File: src/rtl/turn_ctrl_pkg.sv
// Shared types and constants for the two-player round sequencer.
package turn_ctrl_pkg;

  typedef enum logic [2:0] {
    IDLE,
    AIM,
    FLIGHT,
    RESOLVE,
    SWITCH,
    OVER
  } state_t;

  localparam logic PLAYER0 = 1'b0;
  localparam logic PLAYER1 = 1'b1;

  localparam int HP_W    = 3;
  localparam int TIMER_W = 29;

  localparam int AIM_TIMEOUT_DEF    = 400_000_000;
  localparam int FLIGHT_TIMEOUT_DEF = 200_000_000;
  localparam int SWITCH_DELAY_DEF   = 20_000_000;

  function automatic logic [HP_W-1:0] hp_dec(input logic [HP_W-1:0] hp);
    return (hp == '0) ? '0 : hp - HP_W'(1);
  endfunction

endpackage

File: src/rtl/turn_ctrl_timer.sv
// Free-running cycle counter with synchronous clear; done flags count==limit.
// The limit is a port so one counter can serve every timed state.
module cycle_timer #(
  parameter int W = 29
) (
  input  logic         clk40MHz,
  input  logic         rst,
  input  logic         clr,
  input  logic         en,
  input  logic [W-1:0] limit,
  output logic         done
);

  logic [W-1:0] count;

  always_ff @(posedge clk40MHz) begin
    if (rst || clr) begin
      count <= '0;
    end else if (en) begin
      count <= count + W'(1);
    end
  end

  assign done = (count == limit);

endmodule

File: src/rtl/turn_ctrl.sv
// Round sequencer: aim, launch, flight, resolve hit into HP, pause, alternate turns.
// Launch follows the throw_flag rise by 1 cycle; end_throw follows land by 1 cycle.
module turn_ctrl
  import turn_ctrl_pkg::*;
#(
  parameter int HP_INIT        = 5,
  parameter int AIM_TIMEOUT    = AIM_TIMEOUT_DEF,
  parameter int FLIGHT_TIMEOUT = FLIGHT_TIMEOUT_DEF,
  parameter int SWITCH_DELAY   = SWITCH_DELAY_DEF
) (
  input  logic       clk40MHz,
  input  logic       rst,
  input  logic       start,
  input  logic       throw_flag,
  input  logic [4:0] power,
  input  logic       hit,
  input  logic       land,
  output logic       turn,
  output logic       end_throw,
  output logic       launch,
  output logic [4:0] launch_power,
  output logic [2:0] hp0,
  output logic [2:0] hp1,
  output logic       game_over,
  output logic       winner
);

  localparam logic [TIMER_W-1:0] AIM_LIM    = TIMER_W'(AIM_TIMEOUT - 1);
  localparam logic [TIMER_W-1:0] FLIGHT_LIM = TIMER_W'(FLIGHT_TIMEOUT - 1);
  localparam logic [TIMER_W-1:0] SWITCH_LIM = TIMER_W'(SWITCH_DELAY - 1);
  localparam logic [HP_W-1:0]    HP_START   = HP_W'(HP_INIT);

  state_t             state;
  logic               throw_flag_d;
  logic               hit_reg;
  logic               rise;
  logic               tmr_clr;
  logic               tmr_en;
  logic               tmr_done;
  logic [TIMER_W-1:0] tmr_limit;
  logic [HP_W-1:0]    opp_hp_next;

  assign rise        = throw_flag & ~throw_flag_d;
  assign tmr_en      = (state == AIM) || (state == FLIGHT) || (state == SWITCH);
  assign opp_hp_next = hp_dec((turn == PLAYER0) ? hp1 : hp0);

  always_comb begin
    tmr_limit = '0;
    case (state)
      AIM:     tmr_limit = AIM_LIM;
      FLIGHT:  tmr_limit = FLIGHT_LIM;
      SWITCH:  tmr_limit = SWITCH_LIM;
      default: tmr_limit = '0;
    endcase
  end

  // Clear the shared timer on exactly the cycles the FSM below changes state.
  always_comb begin
    tmr_clr = 1'b0;
    case (state)
      IDLE:    tmr_clr = start;
      AIM:     tmr_clr = rise | tmr_done;
      FLIGHT:  tmr_clr = land | tmr_done;
      RESOLVE: tmr_clr = 1'b1;
      SWITCH:  tmr_clr = tmr_done;
      OVER:    tmr_clr = start;
      default: tmr_clr = 1'b1;
    endcase
  end

  cycle_timer #(
    .W (TIMER_W)
  ) u_timer (
    .clk40MHz (clk40MHz),
    .rst      (rst),
    .clr      (tmr_clr),
    .en       (tmr_en),
    .limit    (tmr_limit),
    .done     (tmr_done)
  );

  always_ff @(posedge clk40MHz) begin
    if (rst) begin
      state        <= IDLE;
      turn         <= PLAYER0;
      end_throw    <= 1'b0;
      launch       <= 1'b0;
      launch_power <= '0;
      hp0          <= HP_START;
      hp1          <= HP_START;
      game_over    <= 1'b0;
      winner       <= 1'b0;
      hit_reg      <= 1'b0;
      throw_flag_d <= 1'b0;
    end else begin
      throw_flag_d <= throw_flag;
      launch       <= 1'b0;
      end_throw    <= 1'b0;
      case (state)
        IDLE, OVER: begin
          if (start) begin
            state     <= AIM;
            turn      <= PLAYER0;
            hp0       <= HP_START;
            hp1       <= HP_START;
            game_over <= 1'b0;
          end
        end
        AIM: begin
          // A throw edge on the timeout cycle still launches.
          if (rise) begin
            state        <= FLIGHT;
            launch       <= 1'b1;
            launch_power <= power;
            hit_reg      <= 1'b0;
          end else if (tmr_done) begin
            state <= SWITCH;
          end
        end
        FLIGHT: begin
          if (hit) begin
            hit_reg <= 1'b1;
          end
          if (land || tmr_done) begin
            state     <= RESOLVE;
            end_throw <= 1'b1;
          end
        end
        RESOLVE: begin
          if (hit_reg) begin
            if (turn == PLAYER0) begin
              hp1 <= opp_hp_next;
            end else begin
              hp0 <= opp_hp_next;
            end
          end
          if (hit_reg && (opp_hp_next == '0)) begin
            state     <= OVER;
            winner    <= turn;
            game_over <= 1'b1;
          end else begin
            state <= SWITCH;
          end
        end
        SWITCH: begin
          if (tmr_done) begin
            turn  <= ~turn;
            state <= AIM;
          end
        end
        default: state <= IDLE;
      endcase
    end
  end

endmodule

File: config.mk
export PLATFORM = sky130hd
export DESIGN_NAME = turn_ctrl
export DESIGN_NICKNAME = d
export VERILOG_FILES = /design/src/rtl/turn_ctrl_pkg.sv /design/src/rtl/turn_ctrl_timer.sv /design/src/rtl/turn_ctrl.sv
export SDC_FILE = /design/constraint.sdc
export NUM_CORES = 1
export LEC_CHECK = 0
export CAP_MARGIN = 20
export CELL_PAD_IN_SITES_DETAIL_PLACEMENT = 2
export CELL_PAD_IN_SITES_GLOBAL_PLACEMENT = 2
export CORE_ASPECT_RATIO = 1.1
export CORE_MARGIN = 10
export CORE_UTILIZATION = 37
export DETAILED_ROUTE_END_ITERATION = 12
export GPL_TIMING_DRIVEN = 0
export PLACE_DENSITY = 0.88
export SKIP_CTS_REPAIR_TIMING = 1
export SYNTH_ARGS = -nofsm -noshare
export SYNTH_HDL_FRONTEND = slang
export SYNTH_SLANG_ARGS = --single-unit
File: constraint.sdc
create_clock -name clk40MHz -period 4.01 [get_ports clk40MHz]
set_input_delay 0.802 -clock clk40MHz [delete_from_list [all_inputs] [get_ports clk40MHz]]
set_output_delay 0.802 -clock clk40MHz [all_outputs]
set_load 0.02 [all_outputs]
==> results.toml, run 1 <==
[run_status]
status = "finished clean"

[global_route]
grtUsageTotal_pct = 20.1
antenna_found_initial = 0
grt_max_degree = 15
overflow = 0
grt_pass1_vias = 3647
grt_pass1_wl_um = 20900

[final_layout]
top_register = "u_timer.count"
fin_nets = 458
top_regs = "u_timer.count: 29 flops, launch_power: 5 flops"
antennaDiodeCount = 0
fillCellCount = 994
mostFrequentLayoutCells = "nand2_1, dfxtp_1, nor2_1"
syn_to_final_growth_pct = 15.8
final_common_cell = "nand2_1"
largest_reg_flops = 29
drive_gt1_share_pct = 8.31
fin_util_pct = 44.1
final_area_um2 = 3710

[die]
die_h_um = 118
start_util_pct = 38.1
die-area_um2 = 12800
io_pins = 27
core-area_um2 = 8410
dieWidth_um = 109
fp-row-count = 35

[pwr]
vdd_drop_max_mv = 0.181
p_int_mw = 0.992
p_clk_share_pct = 20.3
pwr_density_cell_nw_per_um2 = 484
pwr-share-comb_pct = 49.2
power_frac_seq_pct = 30.4
power.leakage_nw = 1.27
switching_share_pct = 44.7
switching_power_mw = 0.802
p_total_mw = 1.79

[yosys]
synth_ff_type = "dfxtp_1"
synth_area_per_cell_um2 = 7.79
yosys_warnings = 0
synth_top_family_by_area = "simple AND/OR/NAND/NOR gates"
synth.net_count = 425
synthMuxAreaShare_pct = 5.04
netlist-cell-type-count = 59
synthSimpleGateAreaFrac_pct = 31.2
synthCells = 411
synth-compound-area-share_pct = 16.6
synthAdderAreaFrac_pct = 1.17
ys_ff_latch = 50
async_reset_ff_share_pct = 0
synth_xor_area_share_pct = 8.48
ys_seq_area_share_pct = 31.3
synth_area_um2 = 3200
synth_edf_count = 0

[clock_tree]
cts_made_buffers = 5
path_clk_slew_ns = 0.10
cts_buffer_depth = 2
cts_tree = "yes"
ctsRootBufferMaster = "clkbuf_8"
htree_levels = 2
clock_sinks = 50
clock_latency_ns = 0.32

[timing]
slew_violations = 0
post-route-period-util_pct = 77.5
skew_ns = 0.0100
setup_viol = 0
finalHoldViolCount = 0
slew_headroom_pct = 58.1
whs_ns = 0.531
worst_pin_slew_ns = 0.628
rsz0062_at_grt = "false"
finalSetupTns_ns = 0
period_needed_ns = 3.11
fmax_mhz = 322

[drt]
vias = 3305
top_layer_used = "met4"
route.detailed.drc = 0
dr.pass1.iters = 4
wl_met3_um = 552
viasPerCell = 5.94
wl_per_cell_um = 22.8
wl_met1_um = 5290
totalWireLength_um = 12700
drtIter0Drc = 168
wl_met2_um = 6480
antenna_left = 0

[critical_path]
critPathTopFamily = "simple AND/OR/NAND/NOR gates"
r2r_cells = 8
r2r_setup_slack_ns = 0.90
cp.buffers_inverters = 2
cp-end-kind = "flop"
cp.depth = 8
critPathRequiredTime_ns = 4.21
r2r-start = "state[2]"
crit_chain = "clkbuf_1 > nor3b_1 > a32oi_1 > o22ai_1 > nand3_1 > nor4_4 > buf_6 > o22ai_1"
r2r_end = "u_timer.count[1]"
slowest_stage = "nor4_4"
start_kind = "flop"
arrival_ns = 3.31
crit_top_cell = "o22ai_1"
critPathLaunch = "state[2]"
crit_type = "flop to flop"
slowest_delay_ns = 0.53
worstPathMaxFanout = 10

[min_path]
hold_path.class = "flop to flop"
hold_start = "launch_power[1]"
holdPathEnd = "launch_power[1]"
worstHoldPathCells = 2

[run]
maxCapViolCount = 0

[placed_design]
postPlaceCellArea_um2 = 3600
gp_congestion = 0.860
dp_hpwl_um = 9690
placement.io_buffers = 25
==> area by class of cell <==
type / instances / area [µm²] / area share, %
Multi-Input combinational cell: 318 / 2000 / 54.0
Tap cell: 111 / 139 / 3.74
Buffer: 31 / 155 / 4.18
Inverter: 12 / 45.0 / 1.21
Sequential cell: 50 / 1000 / 27.0
Clock buffer: 8 / 110 / 2.97
Timing Repair Buffer: 26 / 258 / 6.95
==> layer usage <==
layer  vias up  track usage, %
met1      1657            24.5
met5         -               0
met4         0            5.86
li1       1536               -
met2        87            35.3
met3        25            2.68
==> worst register-to-register path, stage by stage, from the launching register on <==
cell and delay, ns:
dfxtp_1 0.43, clkbuf_1 0.40, nor3b_1 0.44, a32oi_1 0.23
o22ai_1 0.32, nand3_1 0.32, nor4_4 0.53, buf_6 0.24
o22ai_1 0.08
==> metrics by stage <==
stage	worst slack (ns)	std cells
after floorplan	1.74	411
after global placement	0.667	547
after detailed placement	1.03	548
after CTS	0.994	556
after global routing	0.795	556
final	0.901	556
==> cell usage after synthesis (5+ instances only) <==
master / n / area, µm²
nand2_1: 63 / 236
dfxtp_1: 50 / 1000
nor2_1: 27 / 101
nor4_1: 18 / 113
o21ai_0: 18 / 90.1
clkbuf_1: 17 / 63.8
nor3_1: 17 / 85.1
xnor2_1: 17 / 149
mux2i_1: 15 / 150
o22ai_1: 15 / 93.8
xor2_1: 14 / 123
inv_1: 12 / 45.0
nand3_1: 11 / 55.1
nand2b_1: 10 / 62.6
a21oi_1: 7 / 35.0
nand4_1: 7 / 43.8
buf_2: 6 / 30.0
a211oi_1: 5 / 37.5
nor2b_1: 5 / 31.3
o21a_1: 5 / 37.5
or2_2: 5 / 31.3
==> power groups by stage <==
stage	Combinational [mW]	Clock, mW	Sequential [mW]
global route	0.955	0.386	0.549
global placement	0.807	0	0.553
CTS	0.874	0.364	0.546
floorplan	0.596	0	0.560
finish	0.883	0.365	0.546
detailed placement	0.861	0	0.558
==> logic make-up after synthesis <==
group	after synthesis
muxes	16
DFF	50
AOI/OAI and AO/OA	77
xor gates and xnor gates	31
adders and majority gates	3
and+or+nand+nor	191
buffers and inverters	43
==> worst max-delay path by stage <==
stage                         to  slack [ns]
3_3_place_gp    u_timer.count[2]        0.67
2_1_floorplan               turn        1.74
6_report        u_timer.count[1]        0.90
3_5_place_dp    u_timer.count[1]        1.03
5_1_grt        u_timer.count[16]        0.80
4_1_cts         u_timer.count[1]        0.99
(Power assumes the default switching activity.)
==> run 2, diff against run 1 <==
Settings changed: CORE_UTILIZATION 37 to 31, PLACE_DENSITY 0.88 to 0.79.
Clock period 4.01 ns to 2.57 ns, I/O delays scaled along.
==> run 2 against run 1 <==
Against the previous run: clock power grew 60%; via count shrank 1.1%; final area grew 7.0%; sequential share of layout area shrank 1.6 points; setup slack lost 0.84 ns; non-clock buffer count grew 4; combinational power grew 83%; wire length shrank 2.4%; critical path depth shrank 1; worst hold slack lost 0.027 ns; count of clock-buffer cells in the layout shrank 2; register-to-register slack lost 0.84 ns; critical path type unchanged; highest routed layer unchanged.
==> results.toml, run 2 (synthesized netlist as in run 1, its figures left out) <==
[final_layout]
mostFrequentLayoutCells = "nand2_1, dfxtp_1, nor2_1"
top_regs = "u_timer.count: 29 flops, launch_power: 5 flops"
fin_util_pct = 39.8
top_register = "u_timer.count"
fin_nets = 462
antennaDiodeCount = 0
largest_reg_flops = 29
final_area_um2 = 3970
drive_gt1_share_pct = 15.6
final_common_cell = "nand2_1"
syn_to_final_growth_pct = 24.0

[critical_path]
r2r_end = "turn"
crit_type = "flop to flop"
r2r_cells = 7
cp-end-kind = "flop"
arrival_ns = 2.72
r2r_setup_slack_ns = 0.06
worstPathMaxFanout = 10
r2r-start = "state[2]"
start_kind = "flop"
critPathLaunch = "state[2]"
critPathRequiredTime_ns = 2.78

[timing]
finalHoldViolCount = 0
post-route-period-util_pct = 97.5
worst_pin_slew_ns = 0.630
skew_ns = 0.00985
period_needed_ns = 2.51
setup_viol = 0
finalSetupTns_ns = 0
layout_setup_ws_ns = 0.0642
slew_violations = 0
fmax_mhz = 399
slew_headroom_pct = 57.9

[drt]
dr.pass1.iters = 4
drtIter0Drc = 224
antenna_left = 0
viasPerCell = 5.75
route.detailed.drc = 0
vias = 3270
totalWireLength_um = 12400
wl_per_cell_um = 21.7

[pwr]
pwr-share-comb_pct = 52.8
power_frac_seq_pct = 28.3
vdd_drop_max_mv = 0.310
p_int_mw = 1.74
p_clk_share_pct = 19.0
switching_share_pct = 43.5
switching_power_mw = 1.34
pwr_density_cell_nw_per_um2 = 774
power.leakage_nw = 1.36

[clock_tree]
cts_tree = "yes"
cts_buffer_depth = 2
clock_sinks = 50
htree_levels = 2
ctsRootBufferMaster = "clkbuf_8"
cts_made_buffers = 5
clock_latency_ns = 0.32
path_clk_slew_ns = 0.10

[run]
maxCapViolCount = 0

[die]
core-area_um2 = 9980
dieWidth_um = 117
start_util_pct = 32.1
die_h_um = 127
fp-row-count = 38
io_pins = 27
die-area_um2 = 14800

[global_route]
grt_pass1_wl_um = 19300
grt_max_degree = 16
antenna_found_initial = 0
overflow = 0
grtUsageTotal_pct = 16.1
grt_pass1_vias = 3470

[placed_design]
postPlaceCellArea_um2 = 3610
gp_congestion = 0.835
dp_hpwl_um = 8810
post-place-ws_ns = -0.423
placement.io_buffers = 25

[min_path]
worstHoldPathCells = 2
hold_start = "winner"
holdPathEnd = "winner"
hold_path.class = "flop to flop"

[run_status]
status = "finished clean"
-- run 2: cell count changes in the layout (fill, tap and decap cells not counted), moves of 4 or more --
cell,change
nor4_1,-9
nor4_2,+6
buf_4,+4
clkbuf_1,-6
-- run 2: power by group through the flow --
stage / registers (mW) / logic (mW) / clock network [mW]
floorplan: 0.873 / 0.929 / 0
CTS: 0.851 / 1.34 / 0.602
global route: 0.879 / 1.74 / 0.625
finish: 0.868 / 1.62 / 0.583
detailed placement: 0.867 / 1.33 / 0
global placement: 0.863 / 1.28 / 0
-- run 2: routing by layer --
metal / part of all wire, % / GRT usage [%]
met1: 44 / 20.2
met2: 50 / 28.0
met3: 2.9 / 2.36
met4: 2.4 / 4.22
met5: 0 / 0
-- run 2: metrics by stage --
step                instances  power [mW]  hold slack, ns
finish                    569        3.07           0.504
global route              569        3.25           0.543
CTS                       565        2.79           0.510
detailed placement        557        2.20           0.485
global placement          556        2.14           0.472
floorplan                 411        1.80           0.486
-- run 2: worst max path at each step --
stage / cells after the start / end / slack, ns
after CTS: 9 / u_timer.count[1] / -0.51
after floorplan: 8 / turn / 0.30
final: 7 / turn / 0.06
after global placement: 7 / u_timer.count[2] / -0.58
after detailed placement: 8 / u_timer.count[1] / -0.42
after global routing: 8 / u_timer.count[22] / -0.04
-- run 2: critical path: stages (launching register included) --
cell,delay (ns)
dfxtp_4,0.38
buf_4,0.18
or2b_1,0.27
a311oi_2,0.24
nand4_1,0.18
or3_4,0.49
nor4_4,0.28
mux2_2,0.36
-- run 2: cell type report --
class,instances,area (µm²)
Tap cell,120,150
Sequential cell,50,1010
Multi-Input combinational cell,318,2150
Clock buffer,6,72.6
Fill cell,1150,6010
Clock inverter,2,37.5
Timing Repair Buffer,35,350
Inverter,12,45.0
Buffer,26,153
==> run 3, diff against run 2 <==
Settings changed: HOLD_SLACK_MARGIN set to 0.03.
==> results of run 3 <==
The final DEF is identical to that of run 2; final timing and power are the same.
